==> config.mk <==
export PLATFORM = sky130hd
export DESIGN_NAME = rx_packet_sequencer
export DESIGN_NICKNAME = d
export VERILOG_FILES = /design/src/rtl/rx_seq_pkg.sv /design/src/rtl/aa_correlator.sv /design/src/rtl/rx_packet_sequencer.sv
export SDC_FILE = /design/constraint.sdc
export NUM_CORES = 1
export LEC_CHECK = 0
export CAP_MARGIN = 20
export CORE_MARGIN = 5
export CORE_UTILIZATION = 35
export CTS_CLUSTER_DIAMETER = 100
export DETAILED_ROUTE_END_ITERATION = 8
export PLACE_DENSITY = 0.56
export SYNTH_ARGS = -nofsm -noshare
export SYNTH_HDL_FRONTEND = slang
export SYNTH_SLANG_ARGS = --single-unit
==> constraint.sdc <==
create_clock -name clk -period 7.7 [get_ports clk]
set_input_delay 0.77 -clock clk [delete_from_list [all_inputs] [get_ports clk]]
set_output_delay 0.77 -clock clk [all_outputs]
set_load 0.005 [all_outputs]
==> src/rtl/rx_seq_pkg.sv <==
// Shared types and constants for the receive packet sequencer.
package rx_seq_pkg;

    localparam int HDR_BYTES = 2;
    localparam int AA_W      = 32;

    localparam logic [1:0] MODE_BLE_0 = 2'd0;
    localparam logic [1:0] MODE_154   = 2'd1;
    localparam logic [1:0] MODE_BLE_2 = 2'd2;
    localparam logic [1:0] MODE_BLE_3 = 2'd3;

    typedef enum logic [2:0] {
        IDLE    = 3'd0,
        ARM     = 3'd1,
        SEARCH  = 3'd2,
        HEADER  = 3'd3,
        PAYLOAD = 3'd4
    } state_t;

    // Number of set bits in an access-address-wide word.
    function automatic logic [5:0] popcount_aa(input logic [AA_W-1:0] v);
        logic [5:0] cnt;
        cnt = '0;
        for (int i = 0; i < AA_W; i++) begin
            cnt = cnt + 6'(v[i]);
        end
        return cnt;
    endfunction

endpackage

==> src/rtl/aa_correlator.sv <==
// Sliding access-address correlator. Bits arrive LSB first and enter at
// the top of the window; match is combinational on the shifting strobe so
// the FSM can register pkt_start one cycle after the 32nd bit.
module aa_correlator
    import rx_seq_pkg::*;
#(
    parameter int MAX_ERR = 1
) (
    input  logic            clk,
    input  logic            rst,
    input  logic            clear,
    input  logic            shift,
    input  logic            bit_in,
    input  logic [AA_W-1:0] access_addr,
    output logic            match
);

    // Only the newest 31 bits are stored; the incoming bit completes the window.
    logic [AA_W-2:0] hist;
    logic [AA_W-1:0] window;
    logic [5:0]      bit_cnt;
    logic            full;

    assign window = {bit_in, hist};
    assign full   = (bit_cnt >= 6'(AA_W - 1));
    assign match  = shift && full && (popcount_aa(window ^ access_addr) <= 6'(MAX_ERR));

    // Window history and saturating bit count, flushed whenever search is not active.
    always_ff @(posedge clk or negedge rst) begin
        if (!rst) begin
            hist    <= '0;
            bit_cnt <= '0;
        end else if (clear) begin
            hist    <= '0;
            bit_cnt <= '0;
        end else if (shift) begin
            hist <= window[AA_W-1:1];
            if (bit_cnt != 6'(AA_W)) begin
                bit_cnt <= bit_cnt + 6'd1;
            end
        end
    end

endmodule

==> src/rtl/rx_packet_sequencer.sv <==
// Receive-side sequencer: latches demod mode, holds the datapath in reset
// between packets, finds the access address and deserializes a
// length-prefixed packet onto a valid/ready byte port.
//
// state   | meaning
// IDLE    | datapath in reset; latch mode when enabled
// ARM     | datapath released; discard ARM_BITS settling strobes
// SEARCH  | correlate incoming bits against access_addr, bounded by timeout
// HEADER  | collect two header bytes; second one is the payload length
// PAYLOAD | collect and emit the remaining length bytes
module rx_packet_sequencer
    import rx_seq_pkg::*;
#(
    parameter int MAX_ERR  = 1,
    parameter int ARM_BITS = 8,
    parameter int TO_W     = 16
) (
    input  logic            clk,
    input  logic            rst,
    input  logic            enable,
    input  logic [1:0]      mode,
    input  logic [AA_W-1:0] access_addr,
    input  logic [TO_W-1:0] search_timeout,
    output logic [1:0]      select,
    output logic            dp_rst,
    input  logic            update,
    input  logic            bit_in,
    output logic [7:0]      byte_out,
    output logic            byte_valid,
    input  logic            byte_ready,
    output logic            pkt_start,
    output logic            pkt_done,
    output logic            pkt_err
);

    localparam int ARM_W = (ARM_BITS > 1) ? $clog2(ARM_BITS) : 1;
    localparam int HDR_W = (HDR_BYTES > 1) ? $clog2(HDR_BYTES) : 1;

    state_t            state, state_next;
    logic              update_q;
    logic [ARM_W-1:0]  arm_cnt;
    logic [TO_W-1:0]   to_cnt;
    logic [TO_W-1:0]   to_cnt_inc;
    logic [2:0]        bit_cnt;
    logic [6:0]        byte_sr;
    logic [7:0]        byte_next;
    logic [HDR_W-1:0]  hdr_cnt;
    logic [7:0]        len_rem;

    logic strobe, in_rx, byte_done, accept, overflow, search_shift, aa_match;
    logic start_c, done_c, err_c, load_c;

    assign strobe       = update && !update_q;
    assign in_rx        = (state == HEADER) || (state == PAYLOAD);
    assign byte_next    = {bit_in, byte_sr};
    assign byte_done    = strobe && in_rx && (bit_cnt == 3'd7);
    assign accept       = byte_valid && byte_ready;
    assign overflow     = byte_done && byte_valid && !byte_ready;
    assign search_shift = strobe && (state == SEARCH);
    assign to_cnt_inc   = to_cnt + 1'b1;

    aa_correlator #(
        .MAX_ERR (MAX_ERR)
    ) u_corr (
        .clk         (clk),
        .rst         (rst),
        .clear       (state != SEARCH),
        .shift       (search_shift),
        .bit_in      (bit_in),
        .access_addr (access_addr),
        .match       (aa_match)
    );

    // State register.
    always_ff @(posedge clk or negedge rst) begin
        if (!rst) begin
            state <= IDLE;
        end else begin
            state <= state_next;
        end
    end

    // Next-state and per-cycle event decode; enable low aborts silently from any state.
    always_comb begin
        state_next = state;
        start_c    = 1'b0;
        done_c     = 1'b0;
        err_c      = 1'b0;
        load_c     = 1'b0;
        if (!enable) begin
            state_next = IDLE;
        end else begin
            case (state)
                IDLE: begin
                    state_next = ARM;
                end
                ARM: begin
                    if (strobe && (arm_cnt == ARM_W'(ARM_BITS - 1))) begin
                        state_next = SEARCH;
                    end
                end
                SEARCH: begin
                    if (aa_match) begin
                        start_c    = 1'b1;
                        state_next = HEADER;
                    end else if (search_shift && (search_timeout != '0)
                                 && (to_cnt_inc == search_timeout)) begin
                        err_c      = 1'b1;
                        state_next = IDLE;
                    end
                end
                HEADER: begin
                    if (overflow) begin
                        err_c      = 1'b1;
                        state_next = IDLE;
                    end else if (byte_done) begin
                        load_c = 1'b1;
                        if (hdr_cnt == HDR_W'(HDR_BYTES - 1)) begin
                            if (byte_next == 8'd0) begin
                                done_c     = 1'b1;
                                state_next = IDLE;
                            end else begin
                                state_next = PAYLOAD;
                            end
                        end
                    end
                end
                PAYLOAD: begin
                    if (overflow) begin
                        err_c      = 1'b1;
                        state_next = IDLE;
                    end else if (byte_done) begin
                        load_c = 1'b1;
                        if (len_rem == 8'd1) begin
                            done_c     = 1'b1;
                            state_next = IDLE;
                        end
                    end
                end
                default: begin
                    state_next = IDLE;
                end
            endcase
        end
    end

    // Edge detect, settle/timeout counters and byte deserializer.
    always_ff @(posedge clk or negedge rst) begin
        if (!rst) begin
            update_q <= 1'b0;
            arm_cnt  <= '0;
            to_cnt   <= '0;
            bit_cnt  <= '0;
            byte_sr  <= '0;
            hdr_cnt  <= '0;
            len_rem  <= '0;
        end else begin
            update_q <= update;

            if (state != ARM) begin
                arm_cnt <= '0;
            end else if (strobe) begin
                arm_cnt <= arm_cnt + 1'b1;
            end

            if (state != SEARCH) begin
                to_cnt <= '0;
            end else if (search_shift) begin
                to_cnt <= to_cnt_inc;
            end

            if (!in_rx) begin
                bit_cnt <= '0;
                byte_sr <= '0;
            end else if (strobe) begin
                bit_cnt <= bit_cnt + 3'd1;
                byte_sr <= byte_next[7:1];
            end

            if (state != HEADER) begin
                hdr_cnt <= '0;
            end else if (byte_done) begin
                hdr_cnt <= hdr_cnt + 1'b1;
            end

            if ((state == HEADER) && byte_done && (hdr_cnt == HDR_W'(HDR_BYTES - 1))) begin
                len_rem <= byte_next;
            end else if ((state == PAYLOAD) && byte_done) begin
                len_rem <= len_rem - 8'd1;
            end
        end
    end

    // Registered outputs: mode latch, datapath reset, byte port and event pulses.
    always_ff @(posedge clk or negedge rst) begin
        if (!rst) begin
            select     <= 2'd0;
            dp_rst     <= 1'b0;
            byte_out   <= 8'd0;
            byte_valid <= 1'b0;
            pkt_start  <= 1'b0;
            pkt_done   <= 1'b0;
            pkt_err    <= 1'b0;
        end else begin
            if ((state == IDLE) && enable) begin
                select <= mode;
            end
            dp_rst <= (state_next != IDLE);
            if (load_c) begin
                byte_out   <= byte_next;
                byte_valid <= 1'b1;
            end else if (accept) begin
                byte_valid <= 1'b0;
            end
            pkt_start <= start_c;
            pkt_done  <= done_c;
            pkt_err   <= err_c;
        end
    end

endmodule

==> impl_metrics.ini <==
[status]
status = finished, final reports clean

[global_routing]
grt_use_total_pct = 14.1
grt_max_degree = 56
grt-ovfl-total = 0
grt_pass1_wl_microns = 22500
first_global_vias = 4555
antenna_found_initial = 0

[sta]
relSlewSlack_pct = 55.7
setup_tns_ns = 0
worst_pin_slew_ns = 0.662
grt_setup_unrepaired = false
fmax_mhz = 146
fin_skew_ns = 0.0122
maxSlewViolCount = 0
hold_viol_final = 0
setup_viol = 0
period_share_pct = 89.2
fin_crit_ns = 6.87

[clock_tree]
cts_root_buf = clkbuf_16
clk_transition_reported_paths_ns = 0.07
cts.repair.resized = 0
cts_made_buffers = 9
postCtsHoldBufs = 0
clk_latency_ns = 0.35
cts_sinks = 94
cts_setup_buffers = 0
cts_tree = built
htreeDepth = 3
cts_buffer_depth = 2

[logic_synthesis]
syn_nets = 702
synth_flop_cell = dfrtp_1
synth_area_per_cell_sq_um = 9.52
synth_xor_area_share_pct = 12.3
yosysTopAreaCell = dfrtp_1
synth.mux.area_fraction_pct = 2.13
synth_area_leaders = dfrtp_1 41%, xnor2_1 8.5%, fa_1 8.3%
synth.distinct_cells = 59
yosys_warnings = 0
synth-async-reset-ratio_pct = 100
ys_top_cells_by_count = 112 x nand2_1, 94 x dfrtp_1, 56 x xnor2_1
ys_seq_area_share_pct = 40.8
yosys.area_share.adder_pct = 12.0
synth_compound_area_share_pct = 8.23
synth_top_family_by_area = simple AND/OR/NAND/NOR gates
netlist_instances = 605
ys_seq_elements = 94
synth_most_common_cell = nand2_1
synth.top_cell.area_share_pct = 40.8
synth-edff-count = 0
synth-simple-area-share_pct = 20.2
netlist_area_sq_um = 5760

[critical_path]
cp_max_fo = 3
worstPathRequired_ns = 7.98
setup.worst_path.end_class = flip-flop
startpoint = access_addr[1]
worstSetupPathType = in2reg
reg2reg_to = dp_rst
start_kind = input pin
critPathArrivalTime_ns = 7.15
ff2ff_path_depth = 18
r2r_setup_slack_ns = 1.29
regToRegStartpoint = u_corr.hist[1]

[route]
wl_per_cell_microns = 14.8
via_per_inst = 4.95
drc = 0
detail_route.first_pass.iterations = 6
drt_iter0_drc = 185
route.vias.total = 4394
ant_nets = 0
wl_microns = 13100

[placement]
gp_congestion = 0.844
hpwl_microns = 9630
place_inst = 871
io_buffers = 70

[min_path]
min_path_type = in2async

[cells_and_area]
final_cell_count_no_fill = 888
nFillCells = 1672
drive_gt1_share_pct = 6.14
area_growth_pct = 20.6
fin_util_pct = 42.5
multiInputGateArea_sq_um = 3170
fin_nets = 760
seq_area_sq_um = 2350
diodes = 0

[flow_run]
cap_violations = 0

[power]
peakVddDrop_mv = 0.136
leakage_nw = 2.76
powerDensity_nw_per_um2 = 197

[die]
initial_core_util_pct = 35.2
rows = 47
fp.dieArea_sq_um = 19100
core_region_area_sq_um = 16300
io_pins = 71
die_w_microns = 138
die_height_microns = 138
## sequential cells by signal, indices dropped and copies added, names as in the netlist, 2 cells and up
| signal | flops |
|---|---|
| len_rem | 8 |
| to_cnt | 16 |
| select | 2 |
| u_corr.bit_cnt | 6 |
| state | 3 |
| u_corr.hist | 31 |
| byte_sr | 7 |
| bit_cnt | 3 |
| arm_cnt | 3 |
| byte_out | 8 |
## placed cells by master (no fill, tap or decap), types with 2 or more instances in the layout
cell	count
a21o_1	2
a21oi_1	51
and2_1	2
and3_1	7
and3b_1	3
and4_1	3
buf_4	4
clkbuf_16	9
clkdlybuf4s50_1	69
clkinv_2	2
dfrtp_1	94
fa_1	24
ha_1	17
inv_1	34
inv_6	3
mux2_2	10
nand2_1	112
nand3_1	10
nand3_4	2
nand3b_1	3
nand4_1	12
nand4b_1	2
nor2_1	37
nor2b_1	2
nor3_1	4
nor3b_1	3
nor4_1	16
o21ai_0	12
o32ai_1	2
or3_1	2
or3b_2	2
or4_1	3
xnor2_1	56
xor2_1	25
## worst max-delay path, stage by stage
cell	delay, ns
clkdlybuf4s50_1	0.43
xor2_1	0.18
ha_1	0.28
inv_1	0.06
fa_1	0.51
fa_1	0.52
fa_1	0.52
fa_1	0.53
fa_1	0.58
fa_1	0.58
inv_1	0.06
fa_1	0.45
fa_1	0.42
or4_1	0.41
nor3_1	0.22
and4_1	0.28
o311a_1	0.20
nor2_1	0.05
nand3_1	0.10
## area by class of cell
class	instances	area share [%]
Multi-Input combinational cell	450	45.7
Sequential cell	94	33.8
Timing Repair Buffer	74	10.8
Tap cell	220	3.96
Clock buffer	10	3.29
Inverter	34	1.84
Clock inverter	6	0.648
## worst max path at each step
stage	to	slack, ns	depth (start not counted)
2_1_floorplan	dp_rst	1.34	18
3_3_place_gp	dp_rst	0.62	19
3_5_place_dp	dp_rst	0.48	19
4_1_cts	dp_rst	0.76	19
5_1_grt	dp_rst	0.52	19
6_report	dp_rst	0.83	19
## routing by layer
metal	GRT usage (%)	vias up	share of wire, %
met2	23.6	79	49
met4	4.06	0	0.98
li1	-	2150	-
met1	18.9	2152	46
met5	0	-	0
met3	2.35	13	3.6
## per-stage QoR
step / hold WS, ns / power [mW] / instance area [sq um] / setup WS (ns)
floorplan: 0.474 / 0.804 / 5760 / 1.34
global placement: 0.488 / 0.928 / 6650 / 0.615
detailed placement: 0.495 / 0.959 / 6650 / 0.482
CTS: 0.446 / 1.40 / 6920 / 0.761
global route: 0.482 / 1.50 / 6950 / 0.517
finish: 0.428 / 1.37 / 6950 / 0.830
## logic make-up (layout without fill, tap and decap cells)
kind of cell	after synthesis	after routing
AOI/OAI and AO/OA	82	82
xor gates and xnor gates	81	81
adders and majority gates	41	41
buffers and inverters	61	124
DFF	94	94
muxes	11	11
and+or+nand+nor	235	235
## report_power, final
part | internal [mW] | switching (mW)
combinational | 0.203 | 0.240
clock | 0.222 | 0.202
sequential | 0.497 | 0.00210
No activity file was read; power rests on OpenSTA's default activity.
